==> src/rtl/sobel_frame_ctrl_if.sv <==
// Bus bundle between the frame sequencer, its frame RAM read port and the Sobel engine.
// The master side is the sequencer; the slave side is the RAM/engine pair.
interface sobel_frame_ctrl_if #(
  parameter int ADDR_WIDTH           = 16,
  parameter int PORT_BITS            = 128,
  parameter int OUT_WIDTH            = 12,
  parameter int PIXELS_OUT_PER_CYCLE = 2
);
  logic                                      mem_rd_en;
  logic [ADDR_WIDTH-1:0]                     mem_rd_addr;
  logic [PORT_BITS-1:0]                      mem_rd_data;
  logic                                      conv_clk_en;
  logic [PORT_BITS-1:0]                      conv_data_in;
  logic                                      conv_ready;
  logic                                      conv_valid;
  logic [PIXELS_OUT_PER_CYCLE*OUT_WIDTH-1:0] conv_data_out;

  modport master (
    output mem_rd_en, mem_rd_addr, conv_clk_en, conv_data_in,
    input  mem_rd_data, conv_ready, conv_valid, conv_data_out
  );

  modport slave (
    input  mem_rd_en, mem_rd_addr, conv_clk_en, conv_data_in,
    output mem_rd_data, conv_ready, conv_valid, conv_data_out
  );
endinterface

==> src/rtl/sobel_frame_ctrl.sv <==
// Frame sequencer for the Sobel engine: prefetches one frame from RAM into a small FIFO,
// gates the engine clock enable, counts output beats and tracks the signed per-frame maximum.
module sobel_frame_ctrl #(
  parameter int ROI_SIZE             = 480,
  parameter int PORT_BITS            = 128,
  parameter int IN_WIDTH             = 8,
  parameter int OUT_WIDTH            = 12,
  parameter int PIXELS_OUT_PER_CYCLE = 2,
  parameter int ADDR_WIDTH           = 16,
  parameter int MEM_LAT              = 1
) (
  input  logic                        clk,
  input  logic                        rst_n,
  input  logic                        start,
  input  logic [ADDR_WIDTH-1:0]       base_addr,
  input  logic                        out_stall,
  sobel_frame_ctrl_if.master          bus,
  output logic                        busy,
  output logic                        done,
  output logic signed [OUT_WIDTH-1:0] frame_max,
  output logic                        err
);
  localparam int IN_NUM     = PORT_BITS / IN_WIDTH;
  localparam int BEATS      = ROI_SIZE * ROI_SIZE / IN_NUM;
  localparam int OUT_BEATS  = ROI_SIZE * ROI_SIZE / PIXELS_OUT_PER_CYCLE;
  localparam int FIFO_DEPTH = MEM_LAT + 1;
  localparam int BW         = $clog2(BEATS + 1);
  localparam int OW         = $clog2(OUT_BEATS + 1);
  localparam int PW         = $clog2(FIFO_DEPTH);
  localparam int CW         = $clog2(FIFO_DEPTH + 1);

  localparam logic [BW-1:0] BEATS_V     = BW'(BEATS);
  localparam logic [BW-1:0] LAST_BEAT   = BW'(BEATS - 1);
  localparam logic [OW-1:0] OUT_BEATS_V = OW'(OUT_BEATS);
  localparam logic [PW-1:0] LAST_SLOT   = PW'(FIFO_DEPTH - 1);

  typedef enum logic [1:0] {IDLE, FEED, DRAIN, DONE} state_t;
  state_t state, state_nxt;

  logic [ADDR_WIDTH-1:0]        base_r;
  logic [BW-1:0]                issued;
  logic [BW-1:0]                consumed;
  logic [OW-1:0]                out_count;
  logic [MEM_LAT-1:0]           inflight;
  logic [PORT_BITS-1:0]         fifo_mem [FIFO_DEPTH];
  logic [PW-1:0]                wr_ptr;
  logic [PW-1:0]                rd_ptr;
  logic [CW-1:0]                fifo_count;
  logic                         seen_valid;
  logic signed [OUT_WIDTH-1:0]  beat_max;
  logic signed [OUT_WIDTH-1:0]  lane;
  logic                         accept;
  logic                         push;
  logic                         pop;
  logic                         beat_out;
  int                           occupancy;

  assign accept   = (state == IDLE) && start;
  assign push     = inflight[MEM_LAT-1];
  assign pop      = (state == FEED) && bus.conv_clk_en && bus.conv_ready;
  assign beat_out = bus.conv_clk_en && bus.conv_valid;

  assign bus.mem_rd_addr = base_r + ADDR_WIDTH'(issued);

  always_ff @(posedge clk or negedge rst_n) begin
    if (!rst_n) begin
      state <= IDLE;
    end else begin
      state <= state_nxt;
    end
  end

  // Reads still in the RAM pipeline count against FIFO space, so a returning word always fits.
  always_comb begin
    state_nxt        = state;
    busy             = 1'b0;
    done             = 1'b0;
    err              = 1'b0;
    bus.mem_rd_en    = 1'b0;
    bus.conv_clk_en  = 1'b0;
    bus.conv_data_in = '0;
    occupancy        = int'(fifo_count) + $countones(inflight);
    case (state)
      IDLE: begin
        if (start) state_nxt = FEED;
      end
      FEED: begin
        busy            = 1'b1;
        bus.mem_rd_en   = (issued < BEATS_V) && (occupancy < FIFO_DEPTH);
        bus.conv_clk_en = !out_stall && ((fifo_count != '0) || !bus.conv_ready);
        if (fifo_count != '0) bus.conv_data_in = fifo_mem[rd_ptr];
        if (bus.conv_clk_en && bus.conv_ready && (consumed == LAST_BEAT)) state_nxt = DRAIN;
      end
      DRAIN: begin
        busy            = 1'b1;
        bus.conv_clk_en = !out_stall;
        if (seen_valid && bus.conv_clk_en && !bus.conv_valid) state_nxt = DONE;
      end
      DONE: begin
        done      = 1'b1;
        err       = (out_count != OUT_BEATS_V);
        state_nxt = IDLE;
      end
      default: state_nxt = IDLE;
    endcase
  end

  always_comb begin
    beat_max = frame_max;
    lane     = '0;
    for (int n = 0; n < PIXELS_OUT_PER_CYCLE; n++) begin
      lane = bus.conv_data_out[(n+1)*OUT_WIDTH-1 -: OUT_WIDTH];
      if (lane > beat_max) beat_max = lane;
    end
  end

  always_ff @(posedge clk or negedge rst_n) begin
    if (!rst_n) begin
      base_r     <= '0;
      issued     <= '0;
      consumed   <= '0;
      out_count  <= '0;
      inflight   <= '0;
      wr_ptr     <= '0;
      rd_ptr     <= '0;
      fifo_count <= '0;
      seen_valid <= 1'b0;
      frame_max  <= '0;
      for (int i = 0; i < FIFO_DEPTH; i++) fifo_mem[i] <= '0;
    end else begin
      inflight <= (inflight << 1) | MEM_LAT'(bus.mem_rd_en);
      if (bus.mem_rd_en) issued <= issued + 1'b1;
      if (push) begin
        fifo_mem[wr_ptr] <= bus.mem_rd_data;
        wr_ptr           <= (wr_ptr == LAST_SLOT) ? '0 : wr_ptr + 1'b1;
      end
      if (pop) begin
        rd_ptr   <= (rd_ptr == LAST_SLOT) ? '0 : rd_ptr + 1'b1;
        consumed <= consumed + 1'b1;
      end
      if (push && !pop) begin
        fifo_count <= fifo_count + 1'b1;
      end else if (!push && pop) begin
        fifo_count <= fifo_count - 1'b1;
      end
      if (beat_out) begin
        out_count <= out_count + 1'b1;
        frame_max <= beat_max;
      end
      if ((state == DRAIN) && beat_out) seen_valid <= 1'b1;
      if (accept) begin
        base_r     <= base_addr;
        issued     <= '0;
        consumed   <= '0;
        out_count  <= '0;
        frame_max  <= '0;
        seen_valid <= 1'b0;
      end
    end
  end
endmodule
==> src/flat_wrapper.sv <==
// flat-port wrapper written by rule: the top's interface ports become plain ports
module sobel_frame_ctrl_flat 
#(
  parameter int ROI_SIZE             = 480,
  parameter int PORT_BITS            = 128,
  parameter int IN_WIDTH             = 8,
  parameter int OUT_WIDTH            = 12,
  parameter int PIXELS_OUT_PER_CYCLE = 2,
  parameter int ADDR_WIDTH           = 16,
  parameter int MEM_LAT              = 1
)
  (clk, rst_n, start, base_addr, out_stall, busy, done, frame_max, err, bus_mem_rd_en, bus_mem_rd_addr, bus_conv_clk_en, bus_conv_data_in, bus_mem_rd_data, bus_conv_ready, bus_conv_valid, bus_conv_data_out);
  sobel_frame_ctrl_if #(.ADDR_WIDTH(ADDR_WIDTH), .PORT_BITS(PORT_BITS), .OUT_WIDTH(OUT_WIDTH), .PIXELS_OUT_PER_CYCLE(PIXELS_OUT_PER_CYCLE)) bus_i ();
  input  logic clk;
  input  logic rst_n;
  input  logic start;
  input  logic [ADDR_WIDTH-1:0] base_addr;
  input  logic out_stall;
  output logic busy;
  output logic done;
  output logic signed [OUT_WIDTH-1:0] frame_max;
  output logic err;
  output wire logic [$bits(bus_i.mem_rd_en)-1:0] bus_mem_rd_en;
  output wire logic [$bits(bus_i.mem_rd_addr)-1:0] bus_mem_rd_addr;
  output wire logic [$bits(bus_i.conv_clk_en)-1:0] bus_conv_clk_en;
  output wire logic [$bits(bus_i.conv_data_in)-1:0] bus_conv_data_in;
  input wire logic [$bits(bus_i.mem_rd_data)-1:0] bus_mem_rd_data;
  input wire logic [$bits(bus_i.conv_ready)-1:0] bus_conv_ready;
  input wire logic [$bits(bus_i.conv_valid)-1:0] bus_conv_valid;
  input wire logic [$bits(bus_i.conv_data_out)-1:0] bus_conv_data_out;
  assign bus_mem_rd_en = bus_i.mem_rd_en;
  assign bus_mem_rd_addr = bus_i.mem_rd_addr;
  assign bus_conv_clk_en = bus_i.conv_clk_en;
  assign bus_conv_data_in = bus_i.conv_data_in;
  assign bus_i.mem_rd_data = bus_mem_rd_data;
  assign bus_i.conv_ready = bus_conv_ready;
  assign bus_i.conv_valid = bus_conv_valid;
  assign bus_i.conv_data_out = bus_conv_data_out;
  sobel_frame_ctrl #(.ROI_SIZE(ROI_SIZE), .PORT_BITS(PORT_BITS), .IN_WIDTH(IN_WIDTH), .OUT_WIDTH(OUT_WIDTH), .PIXELS_OUT_PER_CYCLE(PIXELS_OUT_PER_CYCLE), .ADDR_WIDTH(ADDR_WIDTH), .MEM_LAT(MEM_LAT)) u_core (.clk(clk), .rst_n(rst_n), .start(start), .base_addr(base_addr), .out_stall(out_stall), .bus(bus_i), .busy(busy), .done(done), .frame_max(frame_max), .err(err));
endmodule
==> config.mk <==
export PLATFORM = sky130hd
export DESIGN_NAME = sobel_frame_ctrl_flat
export DESIGN_NICKNAME = d
export VERILOG_FILES = /design/src/rtl/sobel_frame_ctrl_if.sv /design/src/rtl/sobel_frame_ctrl.sv /design/src/flat_wrapper.sv
export SDC_FILE = /design/constraint.sdc
export NUM_CORES = 1
export LEC_CHECK = 0
export BUFFER_PORTS_ARGS = -buffer_cell sky130_fd_sc_hd__buf_2
export CAP_MARGIN = 15
export CORE_UTILIZATION = 25
export CTS_BUF_LIST = sky130_fd_sc_hd__clkbuf_4
export CTS_CLUSTER_DIAMETER = 150
export DETAILED_ROUTE_END_ITERATION = 16
export HOLD_SLACK_MARGIN = 0.03
export PLACE_DENSITY_LB_ADDON = 0.3
export SLEW_MARGIN = 10
export SYNTH_ARGS = -nofsm -noshare
export SYNTH_HDL_FRONTEND = slang
export SYNTH_SLANG_ARGS = --single-unit
==> constraint.sdc <==
create_clock -name clk -period 9.7 [get_ports clk]
set_input_delay 0.485 -clock clk [delete_from_list [all_inputs] [get_ports clk]]
set_output_delay 0.485 -clock clk [all_outputs]
set_load 0.02 [all_outputs]
==> flow_metrics.py, run 1 <==
metrics = {
    "outcome": {
        "run_status": "finished clean",
    },
    "timing": {
        "setup_slack_ns": 4.213,
        "report.final.hold_viol_count": 0,
        "layout_min_cycle_time_ns": 5.487,
        "max-slew-margin-rel_pct": 30.53,
        "worst-slew-pin-transition_ns": 1.039,
        "setup_viol": 0,
        "setup_repair_after_global_routing_missed_its_margin": "false",
        "worst_clock_skew_ns": 0.04033,
        "fin_setup_tns_ns": 0,
        "maxSlewViolCount": 0,
        "max_freq_mhz": 182.3,
        "final.period_utilization_pct": 56.56,
    },
    "placement": {
        "globalplace.congestion": 0.8282,
        "placed_area_um2": 19070,
        "numPortBuffers": 334,
        "numPlacedInstances": 2498,
        "dp_hpwl_um": 28490,
        "place_ws_ns": 4.615,
    },
    "route": {
        "via_count": 12500,
        "detail_route.iter0.violations": 415,
        "drt_drc_violations_left": 0,
        "drt_pass1_iterations": 4,
        "routed_wl_um": 43580,
        "drtAntennaViolNets": 0,
        "viasPerCell": 4.408,
        "wl_per_cell_um": 15.37,
    },
    "power": {
        "power_frac_seq_pct": 35.9,
        "static-leakage-power_nw": 10.30,
        "switching_share_pct": 38.38,
        "power.net_switching_mw": 2.607,
        "power_density_nw_per_um2": 309.2,
        "combinational_power_share_pct": 45.0,
        "total_power_mw": 6.794,
        "largest_voltage_drop_on_the_vdd_net_mv": 0.1417,
        "clkPwrFrac_pct": 19.1,
        "power_report.internal_total_mw": 4.187,
    },
    "logic_synthesis": {
        "netlist_instances": 1368,
        "ys_seq_elements": 337,
        "netlist_area_um2": 16470,
        "ys.warnings.count": 0,
        "number_of_nets_in_the_synthesized_netlist": 1591,
        "synth_flop_cell": "sky130_fd_sc_hd__dfrtp_1",
        "async_reset_ff_share_pct": 100.0,
        "post_synth_num_cell_types": 53,
        "avgSynthCellArea_um2": 12.04,
        "synth-edff-count": 0,
        "synth_sequential_area_ratio_pct": 51.21,
    },
    "layout": {
        "final_area_um2": 21980,
        "final.fill_count": 6549,
        "instances_no_fill": 2836,
        "finalNetCount": 2136,
        "area_occupied_by_multi_input_gates_um2": 7607,
        "regArea_um2": 8437,
        "drive_above_1_share_pct": 40.26,
        "flow.area_growth_from_synthesis_pct": 33.46,
    },
    "grt": {
        "first_global_vias": 13570,
        "antenna_found_initial": 2,
        "groute.usage.overall_pct": 13.06,
        "grt_max_degree": 151,
        "grt_overflow_total": 0,
        "first_pass_grt_wire_length_um": 70810,
    },
    "clock_network": {
        "max-clock-path-buffers": 3,
        "tritoncts": "done",
        "htree_num_levels": 3,
        "clkSinkCount": 337,
        "cts.reportedPaths.clkPinSlew_ns": 0.06,
        "cts_root_buf": "sky130_fd_sc_hd__clkbuf_4",
        "number_of_gates_given_a_new_drive_strength_after_cts": 0,
        "clock_insertion_delay_worst_skew_ns": 0.81,
        "cts_buffers": 97,
    },
    "flow_run": {
        "maxCapViolCount": 0,
    },
    "floorplanning": {
        "floorplan.die_area_um2": 66900,
        "die_y_um": 258.6,
        "initial_core_util_pct": 25.41,
        "area_of_the_core_um2": 64810,
        "num_rows": 93,
        "design.portCount": 335,
        "die_w_um": 258.6,
    },
    "setup_path": {
        "worstPathRequired_ns": 10.37,
        "worstPathArrival_ns": 6.16,
        "critPathLaunchType": "register",
        "endpoint_kind": "register",
        "timing.setup.critical_path_class": "register to register",
        "worstPathMaxFanout": 12,
    },
    "min_path": {
        "hp-class": "primary input to asynchronous set/reset pin",
    },
}
==> flip-flops by register name, summed over array words and instances (netlist names) <==
register and flops:
u_core.seen_valid 1, u_core.fifo_count 2, u_core.rd_ptr 1, u_core.inflight 1
u_core.state 2, u_core.fifo_mem 256, u_core.wr_ptr 1, u_core.base_r 16
u_core.consumed 14, u_core.issued 14, u_core.out_count 17, u_core.frame_max 12
==> per-stage QoR <==
step / util [%] / hold slack [ns]
after global routing: 33.91 / 0.1298
after global placement: 29.42 / 0.4764
after detailed placement: 29.42 / 0.4766
final: 33.91 / 0.2320
after floorplan: - / 0.1894
after CTS: 33.89 / 0.1021
==> repair_timing <==
item                                   4_1_cts  5_1_grt
setup buffers                                0        0
endpoints found under the hold margin      353        0
hold buffers                               171        0
==> metal layers <==
layer / part of all wire, % / up-vias / GRT usage [%]
met5: 0 / - / 0
met4: 3.0 / 0 / 5.473
met3: 6.4 / 98 / 4.519
met2: 49 / 293 / 21.86
met1: 41 / 6191 / 15.13
li1: - / 5920 / -
==> cell families after synthesis <==
logic type,count (synthesis),share of synthesized area (%)
multiplexers,414,27.44
flip-flops,337,51.21
AND/OR/NAND/NOR,313,8.396
buffers and inverters,116,2.758
AO/OA/AOI/OAI,93,3.981
adder cells (fa/ha/maj),49,3.769
XOR/XNOR,46,2.447
==> layout by cell type (no fill, tap or decap), drive strengths merged, types with 4 or more instances in the layout <==
master	instances
a21oi	26
mux2i	142
dlygate4sd3	171
nand4	10
nor2b	7
xor2	22
o221ai	12
buf	346
dfrtp	337
ha	48
diode	4
mux2	272
o21ai	26
nor2	182
o211ai	5
clkinv	19
nor3	10
and3	12
xnor2	24
nand3	8
nand2	52
a21o	4
inv	48
clkbuf	139
or3	14
a31oi	4
==> cell usage after synthesis (all sizes together) (4+ instances only) <==
master,instances,area (um^2)
mux2i,142,1455
a21o,4,30.03
ha,48,600.6
a21oi,26,130.1
xor2,22,192.7
a31oi,4,25.02
inv,45,168.9
nand2,52,195.2
clkbuf,52,196.4
nand3,8,40.04
and3,12,75.07
o221ai,12,161.4
o21ai,26,130.1
nor3,10,50.05
or3,14,87.58
nor2,182,683.2
dfrtp,337,8433
nand4,10,62.56
buf,19,88.83
o211ai,5,42.54
xnor2,24,210.2
nor2b,7,43.79
mux2,272,3063
==> layout make-up <==
type | instances | share of cell area [%]
timing repair buffer | 517 | 15.91
clock buffer | 139 | 4.748
tap | 855 | 4.868
multi-input combinational | 915 | 34.62
clock inverter | 24 | 0.6547
inverter | 45 | 0.7686
sequential | 337 | 38.39
antenna | 4 | 0.04555
==> worst max-delay path, stage by stage (launching register included) <==
cell and delay (ns):
sky130_fd_sc_hd__dfrtp_1 0.40, sky130_fd_sc_hd__inv_1 0.07, sky130_fd_sc_hd__ha_1 0.30, sky130_fd_sc_hd__a211oi_2 0.22
sky130_fd_sc_hd__nor3_1 0.07, sky130_fd_sc_hd__or4_4 0.49, sky130_fd_sc_hd__or4b_4 0.49, sky130_fd_sc_hd__o211ai_2 0.40
sky130_fd_sc_hd__mux2i_1 0.27, sky130_fd_sc_hd__ha_1 0.36, sky130_fd_sc_hd__nor2b_1 0.13, sky130_fd_sc_hd__o211ai_1 0.09
sky130_fd_sc_hd__a211o_1 0.26, sky130_fd_sc_hd__o211ai_1 0.11, sky130_fd_sc_hd__mux2i_1 0.23, sky130_fd_sc_hd__nand2b_1 0.63
sky130_fd_sc_hd__o221ai_1 0.20, sky130_fd_sc_hd__dlygate4sd3_1 0.61
==> power groups by stage <==
stage | combinational [mW] | sequential [mW] | clock [mW]
3_3_place_gp | 2.96 | 2.42 | 0
5_1_grt | 3.34 | 2.53 | 1.45
4_1_cts | 3.11 | 2.44 | 1.37
2_1_floorplan | 2.24 | 2.34 | 0
3_5_place_dp | 3.01 | 2.46 | 0
6_report | 3.06 | 2.44 | 1.30
==> final timing paths <==
check,start,endpoint,slack (ns),cells after the start
worst max register to register,u_core.frame_max[5]$_DFFE_PN0P_,u_core.frame_max[0]$_DFFE_PN0P_,4.21,17
worst min register to register,u_core.fifo_mem[170]$_DFFE_PN0P_,u_core.fifo_mem[170]$_DFFE_PN0P_,0.50,1
min in group clk,out_stall,u_core.state[0]$_DFFE_PN0P_,0.26,5
worst max-delay path,u_core.frame_max[5]$_DFFE_PN0P_,u_core.frame_max[0]$_DFFE_PN0P_,4.21,17
worst min-delay path,rst_n,u_core.fifo_mem[72]$_DFFE_PN0P_,0.23,2
max in group asynchronous,rst_n,u_core.fifo_mem[236]$_DFFE_PN0P_,7.48,4
Power figures use the tool's default switching activity.
==> run 2, diff against run 1 <==
==> constraint.sdc (replaced) <==
create_clock -name clk -period 5 [get_ports clk]
set_input_delay 0.25 -clock clk [delete_from_list [all_inputs] [get_ports clk]]
set_output_delay 0.25 -clock clk [all_outputs]
set_load 0.02 [all_outputs]
==> run 2 against run 1 <==
Compared with the run above: hold slack worse by 0.052 ns; via count up 2.8%; first-iteration DRC count up 16%; clock skew up 0.019 ns; sequential share of layout area down 1.2 points; largest cell class unchanged.
==> flow_metrics.py, run 2 (synthesis results as in run 1) <==
metrics = {
    "outcome": {
        "run_status": "finished clean",
    },
    "grt": {
        "first_pass_grt_wire_length_um": 73000,
        "grt_max_degree": 151,
        "first_global_vias": 14110,
        "antenna_found_initial": 4,
        "grt_overflow_total": 0,
        "groute.usage.overall_pct": 13.54,
    },
    "timing": {
        "fin_setup_tns_ns": 0,
        "worst-slew-pin-transition_ns": 1.002,
        "report.final.hold_viol_count": 0,
        "max_freq_mhz": 212.5,
        "final.period_utilization_pct": 94.11,
        "maxSlewViolCount": 0,
        "layout_min_cycle_time_ns": 4.706,
        "setup_slack_ns": 0.2945,
        "max-slew-margin-rel_pct": 33.23,
        "setup_viol": 0,
        "setup_repair_after_global_routing_missed_its_margin": "false",
        "worst_clock_skew_ns": 0.05890,
    },
    "layout": {
        "flow.area_growth_from_synthesis_pct": 37.62,
        "max_flop_register": "u_core.fifo_mem",
        "drive_above_1_share_pct": 39.80,
        "finalNetCount": 2186,
        "final.fill_count": 6501,
        "biggestRegsByFlops": "u_core.fifo_mem: 256 flops, u_core.out_count: 17 flops, u_core.base_r: 16 flops",
        "number_of_flip_flops_under_the_largest_register_name": 256,
        "most_common_cell_after_layout_fill_and_taps_aside": "sky130_fd_sc_hd__dfrtp_1",
        "mostFrequentLayoutCells": "sky130_fd_sc_hd__dfrtp_1, sky130_fd_sc_hd__buf_2, sky130_fd_sc_hd__mux2_2",
    },
    "flow_run": {
        "maxCapViolCount": 0,
    },
    "setup_path": {
        "endpoint_kind": "register",
        "critPathLaunchType": "register",
        "worstPathArrival_ns": 5.40,
        "worstPathRequired_ns": 5.70,
        "worstPathMaxFanout": 12,
        "timing.setup.critical_path_class": "register to register",
    },
    "route": {
        "routed_wl_um": 44810,
        "drt_pass1_iterations": 4,
        "drtAntennaViolNets": 0,
        "drt_drc_violations_left": 0,
        "wl_per_cell_um": 15.41,
        "via_count": 12860,
        "detail_route.iter0.violations": 483,
        "viasPerCell": 4.422,
    },
    "floorplanning": {
        "floorplan.die_area_um2": 66900,
        "area_of_the_core_um2": 64810,
        "initial_core_util_pct": 25.41,
        "design.portCount": 335,
        "num_rows": 93,
        "die_w_um": 258.6,
        "die_y_um": 258.6,
    },
    "min_path": {
        "hp-class": "primary input to register",
    },
    "clock_network": {
        "cts_root_buf": "sky130_fd_sc_hd__clkbuf_4",
        "cts_setup_buffers": 0,
        "max-clock-path-buffers": 3,
        "clkSinkCount": 337,
        "clock_insertion_delay_worst_skew_ns": 0.89,
        "cts.reportedPaths.clkPinSlew_ns": 0.06,
        "tritoncts": "done",
        "htree_num_levels": 3,
        "cts_buffers": 100,
    },
    "placement": {
        "dp_hpwl_um": 28420,
        "globalplace.congestion": 0.8364,
        "place_ws_ns": 0.2139,
        "numPortBuffers": 334,
    },
    "power": {
        "static-leakage-power_nw": 10.58,
        "power_density_nw_per_um2": 590.5,
        "largest_voltage_drop_on_the_vdd_net_mv": 0.3310,
    },
}
[run 2: cell count changes in the layout (fill, tap and decap cells not counted), sizes merged]
cell         change
bufinv           -1
clkbuf          +13
clkinv           +8
diode            +3
dlygate4sd3     +47
inv              +1
[run 2: layout make-up]
class                   count  area, um^2  area share, %
diodes                      7       17.52        0.07730
multi-input cells         915        7619          33.62
well taps                 855        1070          4.721
clock inverters            32       172.7         0.7619
flip-flops and latches    337        8437          37.23
clock buffers             152        1141          5.035
repair buffers            564        4036          17.81
inverters                  45       168.9         0.7454
[run 2: stage by stage]
stage / util (%) / cells / area (um^2) / total power [mW] / hold slack [ns]
floorplan: - / 1368 / 16470 / 8.893 / -0.04559
global placement: 29.48 / 2497 / 19110 / 10.45 / 0.2113
detailed placement: 29.48 / 2497 / 19110 / 10.65 / 0.2200
CTS: 34.92 / 2900 / 22630 / 13.64 / 0.03077
global route: 34.96 / 2907 / 22660 / 14.42 / 0.04624
finish: 34.96 / 2907 / 22660 / 13.38 / 0.1796
[run 2: repair_timing]
item                                   CTS  global route
gates resized for setup                  0             2
hold buffers                           219             0
setup endpoints to repair                0             8
endpoints found under the hold margin  640             0
[run 2: worst paths after layout]
check,start,endpoint,slack (ns),cells past startpoint
max in group asynchronous,rst_n,u_core.fifo_mem[252]$_DFFE_PN0P_,3.61,4
worst min-delay path,bus_mem_rd_data[9],u_core.fifo_mem[9]$_DFFE_PN0P_,0.18,3
worst max-delay path,u_core.frame_max[5]$_DFFE_PN0P_,u_core.frame_max[4]$_DFFE_PN0P_,0.29,17
worst max register to register,u_core.frame_max[5]$_DFFE_PN0P_,u_core.frame_max[4]$_DFFE_PN0P_,0.29,17
worst min register to register,u_core.fifo_mem[208]$_DFFE_PN0P_,u_core.fifo_mem[208]$_DFFE_PN0P_,0.50,1
min in group asynchronous,rst_n,u_core.wr_ptr$_DFFE_PN0P_,0.60,4
[run 2: worst max-delay path, cell delays in order (launching register included)]
cell and delay (ns):
sky130_fd_sc_hd__dfrtp_1 0.42, sky130_fd_sc_hd__inv_1 0.07, sky130_fd_sc_hd__ha_1 0.31, sky130_fd_sc_hd__a211oi_2 0.22, sky130_fd_sc_hd__nor3_1 0.07, sky130_fd_sc_hd__or4_4 0.48, sky130_fd_sc_hd__or4b_4 0.51, sky130_fd_sc_hd__o211ai_4 0.31
sky130_fd_sc_hd__mux2i_2 0.35, sky130_fd_sc_hd__ha_1 0.29, sky130_fd_sc_hd__a211oi_1 0.24, sky130_fd_sc_hd__nor2_1 0.07, sky130_fd_sc_hd__nor2_1 0.15, sky130_fd_sc_hd__o211ai_1 0.13, sky130_fd_sc_hd__mux2i_1 0.22, sky130_fd_sc_hd__nand2b_1 0.36
sky130_fd_sc_hd__buf_4 0.25, sky130_fd_sc_hd__o221ai_2 0.10
[run 2: routing by layer]
| metal | GRT usage [%] | routed length [um] |
|---|---|---|
| met1 | 15.24 | 18280 |
| met2 | 23.76 | 22890 |
| met3 | 4.167 | 2470 |
| met4 | 5.375 | 1173 |
| met5 | 0 | 0 |
[run 2: where the power goes]
part           switching (mW)  internal (mW)
logic                    3.16           2.83
registers               0.723           3.98
clock network            1.29           1.40
